--- config.mk ---
export PLATFORM = sky130hd
export DESIGN_NAME = sprite_line_blitter
export DESIGN_NICKNAME = d
export VERILOG_FILES = /design/src/rtl/sprite_line_blitter.sv
export SDC_FILE = /design/constraint.sdc
export NUM_CORES = 1
export LEC_CHECK = 0
export BUFFER_PORTS_ARGS = -buffer_cell sky130_fd_sc_hd__buf_2
export CORE_MARGIN = 2
export CORE_UTILIZATION = 50
export CTS_CLUSTER_SIZE = 16
export DETAILED_ROUTE_END_ITERATION = 6
export HOLD_SLACK_MARGIN = 0.06
export PLACE_DENSITY = 0.82
export SLEW_MARGIN = 5
export SYNTH_ARGS = -nofsm -noshare
export SYNTH_HDL_FRONTEND = slang
export SYNTH_SLANG_ARGS = --single-unit
export TNS_END_PERCENT = 50
--- constraint.sdc ---
create_clock -name Clk50 -period 8.04 [get_ports Clk50]
set_clock_uncertainty 0.05 [all_clocks]
set_input_delay 1.206 -clock Clk50 [delete_from_list [all_inputs] [get_ports Clk50]]
set_output_delay 1.206 -clock Clk50 [all_outputs]
set_load 0.01 [all_outputs]
--- src/rtl/sprite_line_blitter.sv ---
// Per-scanline sprite renderer: clears one frame-buffer line, then paints enabled sprites in index order.
// State | meaning: IDLE wait | CLEAR background fill | SCAN test one object | DRAW fetch row | DRAIN retire last pixel | FINISH done pulse
module sprite_line_blitter #(
    parameter int          NUM_OBJ      = 4,
    parameter int          SCREEN_W     = 640,
    parameter logic [3:0]  BG_INDEX     = 4'h0,
    parameter logic [3:0]  TRANSP_INDEX = 4'hF
) (
    input  logic                    Clk50,
    input  logic                    Reset,
    input  logic                    line_start,
    input  logic [9:0]              line_y,
    input  logic [NUM_OBJ-1:0]      obj_en,
    input  logic [10*NUM_OBJ-1:0]   obj_x,
    input  logic [10*NUM_OBJ-1:0]   obj_y,
    input  logic [10*NUM_OBJ-1:0]   obj_w,
    input  logic [10*NUM_OBJ-1:0]   obj_h,
    input  logic [18*NUM_OBJ-1:0]   obj_base,
    output logic [17:0]             rom_addr,
    input  logic [3:0]              rom_data,
    output logic                    wr_en,
    output logic [9:0]              wr_x,
    output logic [9:0]              wr_y,
    output logic [3:0]              wr_data,
    output logic                    busy,
    output logic                    done,
    output logic                    overrun
);

    localparam int OW = (NUM_OBJ > 1) ? $clog2(NUM_OBJ) : 1;
    localparam logic [OW-1:0] LAST_OBJ = OW'(NUM_OBJ - 1);
    localparam logic [9:0]    LAST_X   = 10'(SCREEN_W - 1);

    typedef enum logic [2:0] {
        S_IDLE,
        S_CLEAR,
        S_SCAN,
        S_DRAW,
        S_DRAIN,
        S_FINISH
    } state_t;

    state_t          state_q, state_d;
    logic [9:0]      clear_x_q, clear_x_d;
    logic [OW-1:0]   obj_q, obj_d;
    logic [9:0]      col_q, col_d;
    logic [17:0]     row_base_q, row_base_d;
    logic [9:0]      ox_q, ox_d;
    logic [9:0]      w_q, w_d;
    logic            pv_q, pv_d;
    logic [10:0]     px_q, px_d;
    logic [9:0]      wr_y_q, wr_y_d;
    logic            overrun_q, overrun_d;

    logic [9:0]      sel_x, sel_y, sel_w, sel_h, dy;
    logic [17:0]     sel_base, row_off;
    logic [10:0]     y_end;
    logic            hit;

    always_comb begin
        sel_x    = obj_x[10*obj_q +: 10];
        sel_y    = obj_y[10*obj_q +: 10];
        sel_w    = obj_w[10*obj_q +: 10];
        sel_h    = obj_h[10*obj_q +: 10];
        sel_base = obj_base[18*obj_q +: 18];
        y_end    = {1'b0, sel_y} + {1'b0, sel_h};
        dy       = wr_y_q - sel_y;
        row_off  = 18'(dy) * 18'(sel_w);
        hit      = obj_en[obj_q] && (sel_w != 10'd0) && (sel_h != 10'd0)
                   && (sel_y <= wr_y_q) && ({1'b0, wr_y_q} < y_end);
    end

    always_ff @(posedge Clk50) begin
        if (Reset) begin
            state_q    <= S_IDLE;
            clear_x_q  <= '0;
            obj_q      <= '0;
            col_q      <= '0;
            row_base_q <= '0;
            ox_q       <= '0;
            w_q        <= '0;
            pv_q       <= 1'b0;
            px_q       <= '0;
            wr_y_q     <= '0;
            overrun_q  <= 1'b0;
        end else begin
            state_q    <= state_d;
            clear_x_q  <= clear_x_d;
            obj_q      <= obj_d;
            col_q      <= col_d;
            row_base_q <= row_base_d;
            ox_q       <= ox_d;
            w_q        <= w_d;
            pv_q       <= pv_d;
            px_q       <= px_d;
            wr_y_q     <= wr_y_d;
            overrun_q  <= overrun_d;
        end
    end

    always_comb begin
        state_d    = state_q;
        clear_x_d  = clear_x_q;
        obj_d      = obj_q;
        col_d      = col_q;
        row_base_d = row_base_q;
        ox_d       = ox_q;
        w_d        = w_q;
        pv_d       = 1'b0;
        px_d       = px_q;
        wr_y_d     = wr_y_q;
        overrun_d  = overrun_q;
        rom_addr   = '0;
        wr_en      = 1'b0;
        wr_x       = '0;
        wr_data    = '0;
        done       = 1'b0;
        busy       = (state_q == S_CLEAR) || (state_q == S_SCAN)
                     || (state_q == S_DRAW) || (state_q == S_DRAIN);

        if (line_start && busy) overrun_d = 1'b1;

        // Retire the pixel fetched last cycle; off-screen columns are dropped, not wrapped.
        if (pv_q && (rom_data != TRANSP_INDEX) && (px_q < 11'(SCREEN_W))) begin
            wr_en   = 1'b1;
            wr_x    = px_q[9:0];
            wr_data = rom_data;
        end

        case (state_q)
            S_IDLE: begin
                if (line_start) begin
                    wr_y_d    = line_y;
                    clear_x_d = '0;
                    state_d   = S_CLEAR;
                end
            end
            S_CLEAR: begin
                wr_en   = 1'b1;
                wr_x    = clear_x_q;
                wr_data = BG_INDEX;
                if (clear_x_q == LAST_X) begin
                    obj_d   = '0;
                    state_d = S_SCAN;
                end else begin
                    clear_x_d = clear_x_q + 10'd1;
                end
            end
            S_SCAN: begin
                ox_d  = sel_x;
                w_d   = sel_w;
                col_d = '0;
                if (hit) begin
                    row_base_d = sel_base + row_off;
                    state_d    = S_DRAW;
                end else if (obj_q == LAST_OBJ) begin
                    state_d = S_FINISH;
                end else begin
                    obj_d = obj_q + OW'(1);
                end
            end
            S_DRAW: begin
                rom_addr = row_base_q + 18'(col_q);
                pv_d     = 1'b1;
                px_d     = {1'b0, ox_q} + {1'b0, col_q};
                if (col_q == w_q - 10'd1) state_d = S_DRAIN;
                else                      col_d   = col_q + 10'd1;
            end
            S_DRAIN: begin
                if (obj_q == LAST_OBJ) begin
                    state_d = S_FINISH;
                end else begin
                    obj_d   = obj_q + OW'(1);
                    state_d = S_SCAN;
                end
            end
            S_FINISH: begin
                done = 1'b1;
                if (line_start) begin
                    wr_y_d    = line_y;
                    clear_x_d = '0;
                    state_d   = S_CLEAR;
                end else begin
                    state_d = S_IDLE;
                end
            end
            default: state_d = S_IDLE;
        endcase
    end

    assign wr_y    = wr_y_q;
    assign overrun = overrun_q;

endmodule
## Word-level counts from Yosys, hierarchy flattened

Cells that the tools add are included.

- Register bits after elaboration: 86
- Bits in latches: 0
- Bits in writable memories: 0
- Memory bits (read-only): 0
- Input port bits: 253
- Memories kept: 0

- $add $sub $neg: 9
- Multiply operators: 3
- Divide/modulo/power cells: 0
- Magnitude comparators: 4
- Eq/ne operators: 17
- Shifts and indexed selects: 5
- Muxes and demuxes: 28
- Bitwise operators: 0
- Reductions and logical operators: 23

Operator list:

| cell | number |
|---|---|
| 40-bit by 7-bit variable part select with 10-bit output | 4 |
| 72-bit by 8-bit variable part select with 18-bit output | 1 |
| 10-bit two-way mux | 5 |
| 10-bit case mux with 2 select lines | 2 |
| 10-bit by 10-bit adder with 11-bit output | 2 |
| 10-bit by 1-bit adder with 10-bit output, second input constant | 2 |
| 10-bit nonzero test | 2 |
| 18-bit by 10-bit adder with 18-bit output | 1 |
| 18-bit adder | 1 |
| 10-bit by 10-bit multiplier with 18-bit output | 1 |
| 18-bit two-way mux | 1 |
| 3-bit two-way mux | 6 |
| 3-bit case mux with 6 select lines | 1 |
| 10-bit by 11-bit less-than comparator with 1-bit output | 1 |
| 11-bit by 10-bit less-than comparator with 1-bit output, second input constant | 1 |
| 10-bit equality test | 1 |
| 10-bit equality test, second input constant | 1 |
| 10-bit less-or-equal comparator | 1 |
| 10-bit by 1-bit subtractor with 10-bit output, second input constant | 1 |
| 10-bit subtractor | 1 |
| 4-bit two-way mux | 2 |
| 2-bit inequality test, second input constant | 4 |
| 1-bit logical AND | 7 |
| 3-bit by 2-bit equality test with 1-bit output, second input constant | 2 |
| 22 further kinds | 38 |

## Longest topological paths before layout

- Word-level depth: 9
- Gate-level depth with buffers: 32
- Depth with buffers taken out: 27

## Worst setup path before layout

OpenSTA, ideal clock, no wires.

- Path kind: register to register
- Start point: register obj_q[0]
- End point: register row_base_q[17]
- Setup time: 0.128 ns
- Arrival: 7.929 ns
- Required time: 7.862 ns
- Slack: -0.066 ns
- Cell stages (with the launch flop): 31
- Buffers on the path: 5
- Period minus slack after synthesis: 8.106 ns
- Cells stage by stage: dfxtp_1 -> buf_6 -> buf_4 -> buf_2 -> buf_1 -> mux4_2 -> inv_1 -> ha_1 -> nor2b_1 -> o2111ai_1 -> nand3_1 -> a2111oi_0 -> or3_1 -> clkbuf_1 -> nand2_1 -> fa_1 -> inv_1 -> fa_1 -> fa_1 -> fa_1 -> inv_1 -> fa_1 -> inv_1 -> ha_1 -> and3_1 -> a21oi_1 -> a31oi_1 -> a211oi_1 -> xnor3_1 -> mux2i_1 -> nor2_1

- Longest elaborated chain between the ends: 8
- Elaborated cells between the ends (all ways): 21
- Those cells by class: 3 x add/sub; 3 x mul; 2 x order compare; 4 x shift; 2 x mux; 7 x reduce/logical

Ends and longest elaborated chain:

| what | RTL line | RTL |
|---|---|---|
| start: declaration | 45 | `logic [OW-1:0] obj_q, obj_d;` |
| start signal: assignment | 89 | `obj_q <= obj_d;` |
| parallel branches: the longest is 8 deep, another holds 10-bit by 10-bit multiplier with 18-bit output | -- |  |
| end signal: assignment | 91 | `row_base_q <= row_base_d;` |
| end: declaration | 47 | `logic [17:0] row_base_q, row_base_d;` |

Parallel ways; which one is timed is not known. The select of a mux whose other input is x is not followed.
A chain may end at the register's enable or synchronous reset.

## Final worst setup path

- Start point: input obj_y[13]
- End point: register row_base_q[17]

- Longest elaborated chain between the ends: 5
- Elaborated cells between the ends (all ways): 10
- Those cells by class: 3 x add/sub; 1 x mul; 2 x order compare; 1 x shift; 3 x reduce/logical

Ends and longest elaborated chain:

| what | RTL line | RTL |
|---|---|---|
| start: declaration | 15 | `input logic [10*NUM_OBJ-1:0] obj_y,` |
| 40-bit by 7-bit variable part select with 10-bit output * | 62 | `sel_y = obj_y[10*obj_q +: 10];` |
| parallel branches: the longest is 4 deep, another holds 10-bit by 10-bit multiplier with 18-bit output | -- |  |

Mark *: on every way between the ends.

==> impl_metrics.json <==
{
  "finalCritPeriodShare_pct": 95.3,
  "tightest_slew_ps": 1020,
  "dr.pass1.iters": 7,
  "fmax_mhz": 130,
  "grt_max_degree": 48,
  "core_area_mm2": 0.0217,
  "wl_per_cell_um": 17.3,
  "synth_seq_cells": 86,
  "clk_latency_ps": 350,
  "via_per_inst": 5.71,
  "fp.dieArea_mm2": 0.0231,
  "initial_utilization_pct": 50.6,
  "first_global_vias": 10400,
  "routabilityCongestion": 0.944,
  "grt_pass1_wl_mm": 50.8,
  "cts_sinks": 86,
  "rr_startpoint": "obj_q[0]$_SDFFE_PP0P_",
  "synth_most_common_cell": "nand2_1",
  "clk_path_buf_depth": 2,
  "finalCriticalPeriod_ps": 7670,
  "synth_edf_count": 0,
  "crit_type": "in -> reg",
  "final_max_slew_viol_count": 0,
  "cts_hold_buf": 0,
  "dp_cells": 1804,
  "n_antenna_cell": 0,
  "cts_tree": "yes",
  "slew_headroom_pct": 32.3,
  "drc_errors": 0,
  "rrSetupSlack_ps": 530,
  "worstRegToRegCells": 23,
  "die_x_um": 152,
  "nNetsFinal": 1969,
  "final-setup-viol-count": 0,
  "hold_viol": 0,
  "start_kind": "input port",
  "maxCapViolations": 0,
  "arrival_ps": 7840,
  "syn2layout_area_growth_pct": 18.9,
  "clk_pin_slew_ps": 70,
  "yosysSeqAreaShare_pct": 15.7,
  "hold_start": "ox_q[4]$_SDFFE_PP0P_",
  "routed_wl_mm": 31.6,
  "grt_setup_unrepaired": "no",
  "cts_htree_levels": 3,
  "drtAntennaViolNets": 0,
  "min_to": "ox_q[4]$_SDFFE_PP0P_",
  "hp-class": "reg -> reg",
  "end_kind": "register",
  "first_iter_violations": 662,
  "hold_path_depth": 2,
  "synth_ff_type": "dfxtp_1",
  "ys.warnings.count": 0,
  "grt_use_total_pct": 27.0,
  "synth_cell_type_count": 69,
  "grt_remaining_overflow": 0,
  "syn-cell-area_mm2": 0.0110,
  "synth.avg_cell_area_um2": 8.66,
  "synth_cells": 1266,
  "syn_nets": 1700,
  "port_buffers": 298,
  "final_cell_count_no_fill": 1820,
  "cts_root_buffer": "clkbuf_16",
  "drive_gt1_share_pct": 26.4,
  "path_max_fanout": 7,
  "num_io_pins": 299,
  "dp_hpwl_mm": 26.2,
  "rr_endpoint": "row_base_q[17]$_SDFFE_PP0P_",
  "yosys.area.top_type": "dfxtp_1",
  "die_h_um": 152,
  "synth_top_area_share_pct": 15.7,
  "placementRows": 54,
  "vias": 10400,
  "final.setup.tns_ps": 0,
  "ys_async_sr_fraction_pct": 0,
  "status": "complete, no violations",
  "cts_made_buffers": 9,
  "required_ps": 8210,
  "synth_area_leaders": "dfxtp_1 (16%), fa_1 (15%), ha_1 (11%), mux4_2 (11%), nand2_1 (5.2%)",
  "yosys-top-cells-count": "nand2_1 (152), inv_1 (143), nor2_1 (107)",
  "antenna_found_initial": 1
}
-- logic make-up (layout without fill, tap and decap cells) --
group | after synthesis | after routing | synth area share [%]
adders and majority gates | 181 | 181 | 26.3
DFF | 86 | 86 | 15.7
and+or+nand+nor | 448 | 448 | 19.6
AOI/OAI and AO/OA | 182 | 182 | 10.3
muxes | 93 | 93 | 15.0
buffers and inverters | 201 | 475 | 7.11
xor gates and xnor gates | 75 | 75 | 6.11
-- registers in the layout (all words and copies together), names as in the netlist --
register,flops
w_q,10
wr_y,10
state_q,3
obj_q,2
pv_q,1
overrun,1
px_q,11
row_base_q,18
col_q,10
ox_q,10
clear_x_q,10
-- what timing repair did --
item                                    CTS  global route
gates resized for setup                   0             4
setup buffers                             0             0
endpoints found under the setup margin    0             1
-- placed cells by master, fill, tap and decap left out, types with 8 or more instances in the layout --
master	Yosys	layout
nor2_1	107	107
or3_1	11	11
buf_4	3	17
o21ai_0	31	30
clkbuf_16	0	9
o21bai_1	8	8
nor2b_1	10	10
nand2b_1	10	10
xnor2_1	52	52
ha_1	99	99
nor4_1	9	9
fa_1	82	82
nor3_1	30	30
nand2_1	152	152
and2_1	35	35
a21o_1	10	10
buf_2	5	298
mux2i_1	33	33
dfxtp_1	86	84
inv_1	143	143
xor2_1	22	22
nand3_1	28	28
mux4_2	55	55
and3_1	13	13
a21oi_1	74	73
a211oi_1	10	10
-- critical path: stages --
cell      delay, ps
buf_2           120
mux4_2          490
inv_1            80
ha_1            280
a21oi_1         230
nand2_1         150
a21o_1          200
a21o_1          210
xor2_1          130
buf_4           200
nand2_1          90
fa_1            490
fa_1            520
fa_1            510
inv_1            70
fa_1            530
inv_1            60
fa_1            530
inv_1            40
ha_1            340
o21ai_0         100
o21bai_1        280
nand3b_1        170
a31oi_1         280
a211oi_1        130
xnor3_1         210
mux2i_1         140
nor2_1           50
-- layer usage --
metal  vias up  share of wire (%)  wire, µm  global-route usage, %
met2       450                 52     16400                   50.1
li1       4887                  -         -                      -
met4         0                3.1       988                   8.86
met3        68                5.9      1860                   3.34
met1      4982                 39     12400                   32.4
met5         -                  0         0                      0
-- worst max path at each step --
| stage | startpoint | to | slack (ps) | depth (start not counted) |
|---|---|---|---|---|
| 2_1_floorplan | obj_q[0]$_SDFFE_PP0P_ | row_base_q[17]$_SDFFE_PP0P_ | 210 | 30 |
| 3_3_place_gp | obj_y[11] | row_base_q[17]$_SDFFE_PP0P_ | 220 | 26 |
| 3_5_place_dp | obj_y[11] | row_base_q[17]$_SDFFE_PP0P_ | 10 | 26 |
| 4_1_cts | obj_y[11] | row_base_q[17]$_SDFFE_PP0P_ | 360 | 26 |
| 5_1_grt | obj_y[13] | row_base_q[17]$_SDFFE_PP0P_ | 6 | 28 |
| 6_report | obj_y[13] | row_base_q[17]$_SDFFE_PP0P_ | 370 | 28 |
-- area by class of cell --
cell class	count	area, µm²
Inverter	144	541
Timing Repair Buffer	315	1620
Clock inverter	7	81.3
Multi-Input combinational cell	979	8490
Clock buffer	9	225
Fill cell	1959	8650
Sequential cell	86	1730
Tap cell	280	350
-- stage by stage --
| step | util (%) | instance area (µm²) | worst slack, ps | hold WS, ps |
|---|---|---|---|---|
| floorplan | - | 11000 | 206 | 382 |
| global placement | 58.6 | 12700 | 217 | 394 |
| detailed placement | 58.6 | 12700 | 12.1 | 403 |
| CTS | 60.1 | 13000 | 364 | 412 |
| global route | 60.1 | 13000 | 6.08 | 423 |
| finish | 60.1 | 13000 | 375 | 410 |
Power is left out: the tool's default activity adds up to more than one toggle a clock period on the data nets, which glitch-free logic cannot reach.
